<file path="src/rtl/fetch_stage.sv">
// Instruction-fetch stage: owns the PC, drives a 1-cycle-latency instruction
// memory and holds the fetch/decode pipeline register feeding the core.
module fetch_stage #(
    parameter logic [31:0] RESET_PC  = 32'h0000_0000,
    parameter int unsigned CNT_WIDTH = 32
) (
    input  logic                 clk,
    input  logic                 reset,
    input  logic                 stall_f,
    input  logic                 flush_d,
    input  logic                 branch_taken,
    input  logic [31:0]          branch_target,
    output logic [31:0]          imem_addr,
    input  logic [31:0]          imem_rdata,
    output logic [31:0]          instr_d,
    output logic [31:0]          pc_d,
    output logic [31:0]          pc_plus8_d,
    output logic                 valid_d,
    output logic [CNT_WIDTH-1:0] fetch_count
);

    typedef enum logic [0:0] {StBoot, StRun} state_e;

    state_e                 state_q, state_d;
    logic [31:0]            pc_f_q, pc_f_d;
    logic                   f_valid_q, f_valid_d;
    logic [31:0]            dec_instr_q, dec_instr_d;
    logic [31:0]            dec_pc_q, dec_pc_d;
    logic                   dec_valid_q, dec_valid_d;
    logic [CNT_WIDTH-1:0]   fetch_count_q, fetch_count_d;

    // Redirect target is word-aligned regardless of what the core drives.
    logic [31:0] target_aligned;
    assign target_aligned = branch_target & ~32'h0000_0003;

    // Boot lasts exactly one edge; next-fetch address selection by priority.
    always_comb begin
        state_d   = StRun;
        f_valid_d = 1'b1;
        if (state_q == StBoot) begin
            imem_addr = RESET_PC;
        end else if (branch_taken) begin
            imem_addr = target_aligned;
        end else if (stall_f) begin
            imem_addr = pc_f_q;
        end else begin
            imem_addr = pc_f_q + 32'd4;
        end
        pc_f_d = imem_addr;
    end

    // Decode register: branch/flush insert a bubble, stall holds, else load.
    always_comb begin
        dec_instr_d   = dec_instr_q;
        dec_pc_d      = dec_pc_q;
        dec_valid_d   = dec_valid_q;
        fetch_count_d = fetch_count_q;
        if (branch_taken || flush_d) begin
            dec_instr_d = 32'h0;
            dec_valid_d = 1'b0;
        end else if (!stall_f) begin
            dec_instr_d = imem_rdata;
            dec_pc_d    = pc_f_q;
            dec_valid_d = f_valid_q;
            if (f_valid_q) begin
                fetch_count_d = fetch_count_q + CNT_WIDTH'(1);
            end
        end
    end

    // State, fetch PC and decode register with asynchronous reset.
    always_ff @(posedge clk or posedge reset) begin
        if (reset) begin
            state_q       <= StBoot;
            pc_f_q        <= RESET_PC;
            f_valid_q     <= 1'b0;
            dec_instr_q   <= 32'h0;
            dec_pc_q      <= 32'h0;
            dec_valid_q   <= 1'b0;
            fetch_count_q <= '0;
        end else begin
            state_q       <= state_d;
            pc_f_q        <= pc_f_d;
            f_valid_q     <= f_valid_d;
            dec_instr_q   <= dec_instr_d;
            dec_pc_q      <= dec_pc_d;
            dec_valid_q   <= dec_valid_d;
            fetch_count_q <= fetch_count_d;
        end
    end

    assign instr_d     = dec_instr_q;
    assign pc_d        = dec_pc_q;
    assign valid_d     = dec_valid_q;
    assign fetch_count = fetch_count_q;
    assign pc_plus8_d  = dec_pc_q + 32'd8;

endmodule

</file>
<file path="config.mk">
export PLATFORM = sky130hd
export DESIGN_NAME = fetch_stage
export DESIGN_NICKNAME = d
export VERILOG_FILES = /design/src/rtl/fetch_stage.sv
export SDC_FILE = /design/constraint.sdc
export NUM_CORES = 1
export LEC_CHECK = 0
export CAP_MARGIN = 20
export CORE_ASPECT_RATIO = 0.9
export CORE_UTILIZATION = 40
export CTS_CLUSTER_SIZE = 40
export DETAILED_ROUTE_END_ITERATION = 16
export PLACE_DENSITY = 0.73
export RECOVER_POWER = 25
export SLEW_MARGIN = 20
export SYNTH_ARGS = -nofsm -noshare
export SYNTH_HDL_FRONTEND = slang
export SYNTH_SLANG_ARGS = --single-unit
</file>
<file path="constraint.sdc">
create_clock -name clk -period 4.15 [get_ports clk]
set_input_delay 0.415 -clock clk [delete_from_list [all_inputs] [get_ports clk]]
set_output_delay 0.415 -clock clk [all_outputs]
set_load 0.005 [all_outputs]
</file>
==> results.md <==
* Max transition margin at -91.74%
* CTS Buf Count at 17
* Yosys reg bits at between 100 and 150
* Min Hold Slack at 0.4758 ns
* Synth area leaders: dfrtp_1, xnor2_1, mux2_2, a22o_1, xor2_1
* Min cycle time layout at between 3 and 4 ns
* Initial core utilization at around 41%
* Worst path slowest cell: or3_1
* YS warnings at 0
* Largest net degree at the start of global routing at 70
* Final worst slack at 0.5413 ns
* Die Height at approximately 120 um
* Routability congestion estimate at between 0.8 and 0.9
* Register share of total power at 39.4%
* Largest family of logic cells by synthesized area: simple AND/OR/NAND/NOR gates
* Vias in the first global route at about 5,400
* Core Footprint at about 0.015 mm2
* Post-synth EDFFs at 0
* Crit path cell chain: nand4_4, or3_1, or4_1, a31oi_1, clkdlybuf4s50_1
* Met3 Resource Use GR at between 5 and 6%
* CP top delay family: simple AND/OR/NAND/NOR gates
* TritonCTS clock tree: done
* GR Overflow Total at 0
* Final Hold Fails at 0
* Post-synthesis mux area share at a little under 6%
* Clock buffer depth at 2
* Final setup skew at just over 0.008 ns
* Total setup buffers inserted after CTS at 0
* Actual slew at the worst max-slew pin at approximately 2.9 ns
* Worst EP required at ~3.7 ns
* Count leader, synth: dfrtp_1
* Compound-Gate Fraction of Synth Area at ~11%
* Run status: complete, but fails checks
* Clk slew on worst S/H paths at 0.06 ns
* Initial antenna violation count at 0
* Port bufs at roughly 230
* Min-Delay Path Class: reg2reg
* Internal at 2.902 mW
* Crit Path Class: reg2out
* Post-synth top cells: dfrtp_1, xnor2_1, a22o_1, mux2_2, nand2_1
* Io pins at 230
* NetSw at just over 900 uW
* Violated checks: max-capacitance violations, max-slew violations
* Crit. End Element: primary output
* Iter 0 DRT Violations at 394
* Sequential area share after synthesis at 51.91%
* Net Sw Frac at 24.31%
* Gr usage total at between 20% and 30%
* Placed Area at between 0.008 and 0.009 mm2
* Most used flip-flop cell after synthesis: dfrtp_1
* Post-CTS sizing at 0
* Post-CTS Hold Fix Bufs at 0
* Final setup viols at 0
* Crit share post-route at roughly 87%
* ANT cells at 0
* First-pass GRT wire length at around 29,000 um
* DRC at 0
* Final WL at roughly 18,000 um
* Avg WL per Cell at between 15 and 20 um
* Layout cells sized above 1 at around 10%
* Pleak at 3.971 nW
* Most area-hungry cell type in the Yosys netlist: dfrtp_1
* Final std cells w/o fill at 1,000
* FMAX at ~280 MHz
* GRT busiest layer: met2
* Die width at roughly 130 um
* CP Launch Type: flip-flop
* Buffers & Inverters on Critical Path at 1
* Placed cell count at roughly 970
* Vias after detailed routing at 5,529
* Max VDD drop at 0.2914 mV
* Synthesized cell area at 0.006267 mm2
* Num rows at 43
* Max-cap violations at 1
* Worst skew pair latency at approximately 0.42 ns
* Die area at between 0.015 and 0.02 mm2
* Xor and xnor area share after synthesis at 9.782%
* Pre-Repair DR Iteration Count at 5
* Post-synth cell types at 48
* Global Route met1 Usage at between 30% and 40%
* CP arrival at between 3 and 4 ns
* Power share of the clock group at between 40% and 50%
* Nets at 857
* Comb power frac at approximately 16%
* Filler cell count at about 1,200
* Vias per cell at roughly 5.5
* Place WS at 0.6338 ns
* Crit-path max FO at 18
* Total power at about 3.8 mW
* GR Util met2 at between 30% and 40%
* Synth top area share at 51.91%
* Mapped Cells at approximately 570
* Syn Nets at around 640
* Post-Synth Simple-Gate Area at about 17%
* RSZ-0062 raised after global routing: no
* Num Clock Sinks at 130
* ANT nets after route at 0
* Largest stage delay, worst path at approximately 0.64 ns
* Syn avg cell area at roughly 11 um2
* Post-synth ARST share at 100.0%
* PD cells at around 410 mW/mm2
* Area growth, synth to finish at 49.93%
* Slew Viols, Final at 62
* Adder-Cell Fraction of Synth Area at less than 1%
* Final HPWL DP at between 10,000 and 15,000 um
* Setup_tns at 0 ns
* Design area at 0.009397 mm2
* Post-layout util at approximately 60%
* Clock root buffer master: clkbuf_16
* H-tree depth at 4
==> power groups by stage <==
stage / Combinational (mW) / Sequential, mW / Clock (mW)
6_report: 0.613 / 1.51 / 1.71
5_1_grt: 0.661 / 1.53 / 1.80
4_1_cts: 0.623 / 1.51 / 1.74
3_5_place_dp: 0.618 / 1.53 / 0
3_3_place_gp: 0.612 / 1.52 / 0
2_1_floorplan: 0.217 / 1.49 / 0
==> registers in the layout (all words and copies together) (netlist names) <==
register and flops:
instr_d 32, fetch_count 32, pc_d 32, valid_d 1, pc_f_q 32, f_valid_q 1
==> final timing paths <==
kind,cells after the start,slack [ns],startpoint,end
setup / recovery,5,0.54,pc_f_q[9]$_DFF_PP0_,imem_addr[20]
hold / removal,1,0.48,fetch_count[31]$_DFFE_PP0P_,fetch_count[31]$_DFFE_PP0P_
setup reg to reg,4,1.81,pc_f_q[9]$_DFF_PP0_,pc_f_q[26]$_DFF_PP0_
hold reg to reg,1,0.48,fetch_count[31]$_DFFE_PP0P_,fetch_count[31]$_DFFE_PP0P_
max in group asynchronous,2,1.59,reset,pc_f_q[29]$_DFF_PP0_
min in group asynchronous,2,1.27,reset,pc_d[0]$_DFFE_PP0P_
==> layer usage <==
layer  share of wire [%]  wire length, um
met1                  44             8040
met2                  48             8859
met3                 5.8             1058
met4                 2.1              393
met5                   0                0
==> final cells by class <==
type                    count  area (um2)  area share (%)
clock buffers              17       425.4           4.527
repair buffers            234        2337           24.87
inverters                  12       46.29          0.4927
multi-input cells         390        2828           30.09
clock inverters            15       252.7           2.690
well taps                 202       252.7           2.690
flip-flops and latches    130        3254           34.63
==> cell families after synthesis <==
kind of cell | count (synthesis)
AO/OA/AOI/OAI | 98
multiplexers | 33
AND/OR/NAND/NOR | 185
flip-flops | 130
XOR/XNOR | 70
adder cells (fa/ha/maj) | 3
buffers and inverters | 47
other | 1
==> layout by cell type (no fill, tap or decap), drive strengths merged, types with 15 or more instances in the layout <==
cell type,count
dfrtp,130
xor2,28
nand4,26
nor3,22
nand3,28
inv,15
a22o,32
clkdlybuf4s50,225
xnor2,42
clkbuf,17
o21ai,24
mux2,32
nand2,32
Note: power is estimated with default switching activity, not from simulation.
